--- src/rtl/mc_mem_ctrl.sv ---
// Memory-access controller between the multicycle control FSM and a
// variable-latency memory: one access at a time, response pulse, stall.
module mc_mem_ctrl #(
  parameter int ADDR_W  = 32,
  parameter int DATA_W  = 32,
  parameter int TIMEOUT = 255
) (
  input  logic              i_clk,
  input  logic              i_rst_n,
  input  logic              i_req_valid,
  input  logic              i_req_write,
  input  logic [ADDR_W-1:0] i_req_addr,
  input  logic [DATA_W-1:0] i_req_wdata,
  output logic              o_req_ready,
  output logic              o_rsp_valid,
  output logic [DATA_W-1:0] o_rsp_rdata,
  output logic              o_rsp_err,
  output logic              o_stall,
  output logic              o_mem_en,
  output logic              o_mem_we,
  output logic [ADDR_W-1:0] o_mem_addr,
  output logic [DATA_W-1:0] o_mem_wdata,
  input  logic [DATA_W-1:0] i_mem_rdata,
  input  logic              i_mem_ack
);

  typedef enum logic [1:0] {
    IDLE,
    ACCESS,
    RESP
  } state_t;

  localparam logic [7:0] LP_LAST = 8'(TIMEOUT - 1);

  state_t            r_state;
  logic [7:0]        r_cnt;
  logic              r_mem_en;
  logic              r_mem_we;
  logic [ADDR_W-1:0] r_mem_addr;
  logic [DATA_W-1:0] r_mem_wdata;
  logic              r_rsp_valid;
  logic              r_rsp_err;
  logic [DATA_W-1:0] r_rsp_rdata;
  logic              w_misaligned;

  assign w_misaligned = |i_req_addr[1:0];

  always_ff @(posedge i_clk or negedge i_rst_n) begin
    if (!i_rst_n) begin
      r_state     <= IDLE;
      r_cnt       <= '0;
      r_mem_en    <= 1'b0;
      r_mem_we    <= 1'b0;
      r_mem_addr  <= '0;
      r_mem_wdata <= '0;
      r_rsp_valid <= 1'b0;
      r_rsp_err   <= 1'b0;
      r_rsp_rdata <= '0;
    end else begin
      r_rsp_valid <= 1'b0;
      unique case (r_state)
        IDLE: begin
          if (i_req_valid) begin
            r_mem_addr  <= i_req_addr;
            r_mem_wdata <= i_req_wdata;
            r_mem_we    <= i_req_write;
            r_cnt       <= '0;
            // misaligned requests never reach the memory
            if (w_misaligned) begin
              r_rsp_err   <= 1'b1;
              r_rsp_valid <= 1'b1;
              r_state     <= RESP;
            end else begin
              r_mem_en <= 1'b1;
              r_state  <= ACCESS;
            end
          end
        end
        ACCESS: begin
          if (i_mem_ack) begin
            if (!r_mem_we) r_rsp_rdata <= i_mem_rdata;
            r_mem_en    <= 1'b0;
            r_mem_we    <= 1'b0;
            r_rsp_err   <= 1'b0;
            r_rsp_valid <= 1'b1;
            r_state     <= RESP;
          end else if (r_cnt == LP_LAST) begin
            r_mem_en    <= 1'b0;
            r_mem_we    <= 1'b0;
            r_rsp_err   <= 1'b1;
            r_rsp_valid <= 1'b1;
            r_state     <= RESP;
          end else begin
            r_cnt <= r_cnt + 8'd1;
          end
        end
        RESP: begin
          r_rsp_err <= 1'b0;
          r_state   <= IDLE;
        end
        default: r_state <= IDLE;
      endcase
    end
  end

  assign o_req_ready = (r_state == IDLE);
  assign o_stall     = (r_state != IDLE) | i_req_valid;
  assign o_rsp_valid = r_rsp_valid;
  assign o_rsp_rdata = r_rsp_rdata;
  assign o_rsp_err   = r_rsp_err;
  assign o_mem_en    = r_mem_en;
  assign o_mem_we    = r_mem_we;
  assign o_mem_addr  = r_mem_addr;
  assign o_mem_wdata = r_mem_wdata;

endmodule
--- config.mk ---
export PLATFORM = sky130hd
export DESIGN_NAME = mc_mem_ctrl
export DESIGN_NICKNAME = d
export VERILOG_FILES = /design/src/rtl/mc_mem_ctrl.sv
export SDC_FILE = /design/constraint.sdc
export NUM_CORES = 1
export LEC_CHECK = 0
export ABC_AREA = 1
export CAP_MARGIN = 15
export CORE_ASPECT_RATIO = 1.4
export CORE_UTILIZATION = 35
export CTS_BUF_LIST = sky130_fd_sc_hd__clkbuf_16
export DETAILED_ROUTE_END_ITERATION = 16
export GPL_ROUTABILITY_DRIVEN = 0
export GPL_TIMING_DRIVEN = 0
export PLACE_DENSITY = 0.68
export REMOVE_ABC_BUFFERS = 1
export SLEW_MARGIN = 20
export SYNTH_ARGS = -nofsm -noshare
export SYNTH_HDL_FRONTEND = slang
export SYNTH_SLANG_ARGS = --single-unit
--- constraint.sdc ---
create_clock -name i_clk -period 1.6 [get_ports i_clk]
set_input_delay 0.24 -clock i_clk [delete_from_list [all_inputs] [get_ports i_clk]]
set_output_delay 0.24 -clock i_clk [all_outputs]
set_load 0.01 [all_outputs]
== After elaboration in Yosys (flattened, before gate mapping) ==
Index checks and enable logic that the tools add are counted.
Widths: inputs -> output; s select.

* Register bits after elaboration: 110
* Bits of input ports: 101
* Logic and storage cells: 59

* $add $sub $neg: 1
* Equality and inequality tests: 9
* Multiplexer cells: 26
* Bitwise operators: 2
* Reduce and logical (&&, ||, !) cells: 12

{| class="wikitable"
|+ Operators by type and width
! cell !! count
|-
| $mux 8 || 3
|-
| $pmux 8 s2 || 1
|-
| $mux 1 || 13
|-
| $reduce_and 4->1 || 3
|-
| $add 8x1->8 const B || 1
|-
| $eq 8x8->1 const B || 1
|-
| $mux 2 || 4
|-
| $ne 2x2->1 const B || 4
|-
| $pmux 1 s2 || 3
|-
| $reduce_and 3->1 || 2
|-
| $pmux 2 s2 || 1
|-
| $reduce_and 2->1 || 2
|-
| $reduce_bool 2->1 || 2
|-
| $ne 3x3->1 const B || 1
|-
| $pmux 1 s3 || 1
|-
| $reduce_bool 3->1 || 1
|-
| $eq 2x1->1 const B || 1
|-
| $eq 2x2->1 const B || 1
|-
| $logic_not 2->1 || 1
|-
| $ne 2x1->1 const B || 1
|-
| $reduce_or 2->1 || 1
|-
| $not 1->1 || 1
|-
| $or 1x1->1 || 1
|}

== Logic depth before layout (Yosys ltp) ==
Gate-level depths: netlist (run 1).

* Depth after elaboration: 4
* Gate-level depth with buffers: 9
* Gate-level depth less buffers: 9

== Worst setup path before layout (run 1) ==
Ideal clock, no wire load.

* Path type: register to register
* From: register r_state[1]
* To: register r_mem_addr[28], in the netlist o_mem_addr[28]
* Arrival: 1.283 ns
* Setup slack: 0.192 ns
* Stages on the path, launching flop included: 6
* Buffers on the path: 2
* Period minus slack after synthesis: 1.408 ns
* Path through: dfrtp_1 > nor2_4 > nand2_2 > buf_6 > buf_6 > mux2_4

* Longest elaborated chain between the ends: 2

{| class="wikitable"
|+ Ends and longest elaborated chain
! element !! line !! source
|-
| from (decl) || 35 || <nowiki>state_t r_state;</nowiki>
|-
| from (signal assigned) || 50 || <nowiki>r_state <= IDLE;</nowiki>
|-
| from (signal assigned) || 72 || <nowiki>r_state <= RESP;</nowiki>
|-
| from (signal assigned) || 75 || <nowiki>r_state <= ACCESS;</nowiki>
|-
| $logic_not 2->1 || -- ||
|-
| via o_req_ready || 14 || <nowiki>output logic o_req_ready,</nowiki>
|-
| $reduce_and 2->1 (no line) || -- ||
|-
| to (signal assigned) || 64 || <nowiki>r_mem_addr <= i_req_addr;</nowiki>
|-
| to (decl) || 39 || <nowiki>logic [ADDR_W-1:0] r_mem_addr;</nowiki>
|}

The timed path passes the listed nets, and every way through them passes these cells.
A chain may end at the register's enable or synchronous reset.

== Worst setup path after layout (run 1) ==
* From: register r_state[0]
* To: output port o_stall

* Longest elaborated chain between the ends: 2

{| class="wikitable"
|+ Ends and longest elaborated chain
! element !! line !! source
|-
| $reduce_bool 2->1 || 107 || <nowiki>assign o_stall = (r_state != IDLE) | i_req_valid;</nowiki>
|-
| $or 1x1->1 || 107 ||
|-
| to (decl) || 18 || <nowiki>output logic o_stall,</nowiki>
|}

Every way passes these cells.

==> run metrics, run 1 <==
status=finished clean; r2r endpoint=o_mem_addr[29]; CTS root buffer=clkbuf_16; CTS tree=done; via count=3195; I/O pin total=203; final HPWL from detailed placement=7630 um; VDD IR max=0.000740 V; clk slew on worst S/H paths=0.07 ns; die width=97.3 um; row count=48; IO buf count=202; FF-to-FF setup slack=0.06 ns; share of layout cells above drive strength 1=25.6%; Clk Latency, worst-skew pair=0.34 ns; worst flop-to-flop path startpoint=r_state[0]; die area=0.0132 mm2; Critical Path Sink Type=primary output; n_diodes=0; Final Slew Violations=0; Die H=135 um; Tcrit/Tclk final=96.6%; first-pass GRT wire length=16900 um; All-Layer GR Usage=16.4%; cell accounting for the most synthesized area=dfrtp_1; setup TNS=0 ns; total wire length=11100 um; post-route ant nets=0; TritonCTS Buffers=9; routed length per instance=16.5 um; Placed Instances=648; CP max FO=4; Final Skew=0.00465 ns; wire length on met2=5940 um; Cell Area, Synth=0.00445 mm2; final net count=622; Via density=4.74; CTS sink cnt=110; Met3 Wirelength=881 um; leakage power=3.08 nW; commonest non-fill, non-tap cell in the layout=clkdlybuf4s50_1; vias in the first global route=3497; largest net degree at the start of global routing=58; initial core utilization=36.0%; library cells used by synthesis=22; PwrDens=1390 mW/mm2; M1 wire length=4020 um; Final setup viols=0; leading cell types in the layout, fill and taps excluded=clkdlybuf4s50_1 (198), dfrtp_1 (108), mux2_2 (69), nand2_1 (30), mux2_4 (27); Fmax=647 MHz; multi-input logic area=0.00161 mm2; largest cells by area after synthesis=dfrtp_1 (62%), mux2_2 (17%), mux2_4 (9.1%); min Tclk post-route=1.55 ns; core area=0.0124 mm2; top routing layer in use=met4; Worst Hold Class=input pin to async pin; Reg2Reg Depth=5; top-area cell type share of the netlist area=61.8%; Sequential cell area=0.00276 mm2; post-route insts no fill=674; relative slew slack=66.0%; DRT iter0 DRCs=71; crit start category=register; Residual DRC=0; Setup Crit Path Kind=register to primary output; WP data arrival=1.31 ns; sequential cell area fraction in the yosys report=61.8%; Layout area overhead=59.1%; Synth Register Bits=110; worst hold slack=0.409 ns; Worst Max-Slew Pin Slew=0.511 ns; H-tree levels=3; initial antenna violation count=0; mean area per synthesized cell=14.6 um2; max cap viols=0; number of iterations in the first detailed-routing pass=4; Syn Inst Count=305; Final Hold Violating Endpoints=0; Req. time, crit path=1.36 ns; Synth Warn #=0; Clock Path Buffers=2; filler cell count=1029; GRT overflow=0
logic make-up (layout without fill, tap and decap cells):
family	count (synthesis)	after routing	synth area share (%)
AO/OA/AOI/OAI	14	14	1.69
XOR/XNOR	4	4	0.787
adder cells (fa/ha/maj)	2	2	0.562
buffers and inverters	22	240	2.95
flip-flops	110	110	61.8
multiplexers	96	96	26.6
AND/OR/NAND/NOR	57	58	5.65
through the flow:
stage / instance area, um2 / total power [mW] / util [%] / setup slack [ns]
after floorplan: 4360 / 5.45 / - / -0.483
after global placement: 6570 / 7.59 / 53.1 / -3.99
after detailed placement: 6640 / 7.68 / 53.6 / -0.365
after CTS: 6970 / 9.86 / 56.3 / -0.0566
after global routing: 7080 / 10.3 / 57.3 / -0.0378
final: 7080 / 9.81 / 57.3 / 0.0547
power breakdown:
group / leakage (nW) / switching (mW) / internal, mW
Clock: 0.128 / 1.03 / 1.06
Sequential: 1.33 / 0.418 / 3.60
Combinational: 1.63 / 1.29 / 2.42
Total: 3.08 / 2.74 / 7.07
flip-flops by register name, summed over array words and instances, names as in the netlist:
name,cells
o_mem_wdata,32
r_cnt,8
o_rsp_valid,1
o_mem_en,1
o_rsp_rdata,32
o_mem_addr,32
r_state,2
o_mem_we,1
o_rsp_err,1
Yosys cell counts (all sizes together):
library cell / number
buf: 11
dfrtp: 110
nand4: 2
ha: 2
nor2: 10
mux2: 96
xnor2: 2
nand3: 12
a21oi: 2
xor2: 2
inv: 11
o21ai: 10
nand2: 33
a21boi: 1
o21bai: 1
repair_timing:
item                       4_1_cts  5_1_grt
gates resized for setup          7        6
setup endpoints to repair       82       57
cloned                           1        3
setup buffers                    1        4
pin swaps                        1        1
hold buffers                     1        0
hold endpoints to repair        53        0
critical path: stages (launching register included):
cell	delay, ns
dfrtp_2	0.44
nor2_4	0.17
nand2_2	0.10
clkdlybuf4s15_1	0.25
how the worst max path moves through the flow:
stage / startpoint / endpoint / slack [ns] / depth (start not counted)
6_report: r_state[0] / o_stall / 0.05 / 3
5_1_grt: r_state[1] / r_cnt[6] / -0.04 / 6
4_1_cts: r_state[1] / o_stall / -0.06 / 3
3_5_place_dp: i_mem_ack / o_rsp_rdata[7] / -0.36 / 5
3_3_place_gp: i_rst_n / o_mem_addr[3] / -3.99 / 1
2_1_floorplan: r_state[1] / o_mem_addr[28] / -0.48 / 3
layout make-up:
type	count	area share, %
repair buffers	213	31.3
multi-input cells	174	22.7
clock inverters	7	0.706
clock buffers	9	3.18
inverters	11	0.583
well taps	150	2.65
flip-flops and latches	110	38.9
metal layers:
layer  global-route usage [%]  vias to the layer above
met1                     17.9                     1571
li1                         -                     1466
met3                     5.57                       18
met2                     29.3                      140
met4                     6.70                        0
met5                        0                        -
No activity file was read; power rests on OpenSTA's default activity.
==> run 2: changes to the inputs <==
--- a/config.mk
+++ b/config.mk
@@ -8,13 +8,14 @@
 export ABC_AREA = 1
 export CAP_MARGIN = 15
 export CORE_ASPECT_RATIO = 1.4
-export CORE_UTILIZATION = 35
+export CORE_UTILIZATION = 42
 export CTS_BUF_LIST = sky130_fd_sc_hd__clkbuf_16
 export DETAILED_ROUTE_END_ITERATION = 16
 export GPL_ROUTABILITY_DRIVEN = 0
 export GPL_TIMING_DRIVEN = 0
-export PLACE_DENSITY = 0.68
+export PLACE_DENSITY = 0.8
 export REMOVE_ABC_BUFFERS = 1
+export SKIP_LAST_GASP = 1
 export SLEW_MARGIN = 20
 export SYNTH_ARGS = -nofsm -noshare
 export SYNTH_HDL_FRONTEND = slang
==> run 2 against run 1 <==
  * Via count grew 1.5%
  * Hold slack got worse by 0.031 ns
  * Worst setup slack got worse by 0.029 ns
  * Maximum frequency shrank 1.9%
  * Design area fell by 0.28%
  * Power decreased by 0.25%
  * Combinational power increased by 1%
  * Routed wire length grew 0.16%
  * Register-to-register slack worse by 0.03 ns
  * Critical path depth is 2 higher
  * Sequential cell count is the same
  * Global-route usage increased by 3.8 points
  * Critical endpoint is now o_mem_wdata[4]
  * Largest cell class unchanged
==> run metrics, run 2 (synthesis results as in run 1) <==
status=finished clean; IO buf count=202; Tcrit/Tclk final=98.4%; setup TNS=0 ns; CTS tree=done; number of iterations in the first detailed-routing pass=4; Reg2Reg Depth=5; Setup Crit Path Kind=register to register; DRT iter0 DRCs=87; Die H=124 um; Final setup viols=0; H-tree levels=3; worst flop-to-flop path startpoint=r_state[0]; clk slew on worst S/H paths=0.07 ns; final net count=623; leakage power=3.10 nW; first-pass GRT wire length=16600 um; PwrDens=1390 mW/mm2; FF-to-FF setup slack=0.03 ns; total power draw=9.79 mW; final HPWL from detailed placement=7840 um; Clk Latency, worst-skew pair=0.34 ns; All-Layer GR Usage=20.2%; VDD IR max=0.000721 V; CTS root buffer=clkbuf_16; n_diodes=0; vias in the first global route=3413; CP max FO=21; min Tclk post-route=1.57 ns; Critical Path Sink Type=register; commonest non-fill, non-tap cell in the layout=clkdlybuf4s50_1; Critical Path Max Stage Delay=0.43 ns; Final Hold Violating Endpoints=0; Clock Path Buffers=2; Req. time, crit path=1.83 ns; Fmax=635 MHz; worst hold slack=0.379 ns; initial antenna violation count=0; CTS sink cnt=110; I/O pin total=203; Final Slew Violations=0; Residual DRC=0; share of layout cells above drive strength 1=25.1%; Util after Layout=68.3%; final instance area=0.00706 mm2; TritonCTS Buffers=9; WP data arrival=1.81 ns; row count=44; total wire length=11100 um; relative slew slack=69.7%; Worst Hold Class=input pin to async pin; initial core utilization=43.0%; max cap viols=0; die area=0.0110 mm2; GRT overflow=0; largest net degree at the start of global routing=69; r2r endpoint=o_mem_wdata[4]; core area=0.0103 mm2; worst-path cell chain=nor2_4, buf_6, nand2_8, bufbuf_16, mux2_4; Via density=4.89; Final Skew=0.00558 ns; via count=3244; crit start category=register; CP startpoint=r_state[0]; routed length per instance=16.8 um; Worst path slowest cell=dfrtp_2; Worst Max-Slew Pin Slew=0.454 ns; post-route ant nets=0; die width=89.0 um; area post-placement=0.00662 mm2; Layout area overhead=58.6%; leading cell types in the layout, fill and taps excluded=clkdlybuf4s50_1 (198), dfrtp_1 (108), mux2_2 (69), nand2_1 (30), mux2_4 (27)
[run 2: changes by cell type in the layout (fill, tap and decap cells not counted)]
cell / change
bufbuf_16: +2
clkbuf_16: -2
buf_16: -1
buf_4: +1
clkinv_1: +1
clkinv_4: -1
clkinvlp_4: -1
dlygate4sd2_1: +1
inv_1: +1
[run 2: layout make-up]
type / instances / area, um2
clock inverter: 7 / 41.3
fill: 797 / 3290
inverter: 11 / 41.3
timing repair buffer: 214 / 2220
tap: 138 / 173
sequential: 110 / 2760
multi-input combinational: 174 / 1610
clock buffer: 9 / 225
[run 2: worst max path at each step]
| stage | to | slack [ns] | depth (start not counted) |
|---|---|---|---|
| floorplan | o_mem_addr[28] | -0.48 | 3 |
| global placement | o_mem_addr[31] | -3.82 | 1 |
| detailed placement | o_mem_addr[11] | -0.37 | 4 |
| CTS | o_stall | -0.04 | 3 |
| global route | o_mem_wdata[9] | -0.01 | 5 |
| finish | o_mem_wdata[4] | 0.03 | 5 |
[run 2: report_power, final]
part           internal [mW]  switching (mW)  total [mW]
Combinational           2.43            1.32        3.75
Clock                   1.05           0.983        2.03
Sequential              3.60           0.414        4.01
Total                   7.07            2.72        9.79
[run 2: through the flow]
stage,worst slack [ns],instances
3_5_place_dp,-0.371,636
6_report,0.0252,663
4_1_cts,-0.0373,660
2_1_floorplan,-0.483,294
5_1_grt,-0.0113,663
3_3_place_gp,-3.82,634
[run 2: repair_timing]
item,4_1_cts,5_1_grt
setup buffers,4,3
resized for setup,7,4
hold endpoints to repair,42,0
cloned,3,0
endpoints found under the setup margin,76,51
hold buffers,1,0
pin swaps,1,1
[run 2: metal layers]
layer,vias up,track usage [%],share of wire [%]
met1,1618,22.0,35
li1,1463,-,-
met4,0,9.13,2.4
met5,-,0,0
met3,20,5.30,7.2
met2,143,36.5,56
[run 2: critical path, delay by kind of cell (launching register included)]
family,cells,cell delay (ns)
and+or+nand+nor,2,0.25
buffers and inverters,2,0.48
DFF,1,0.43
muxes,1,0.30
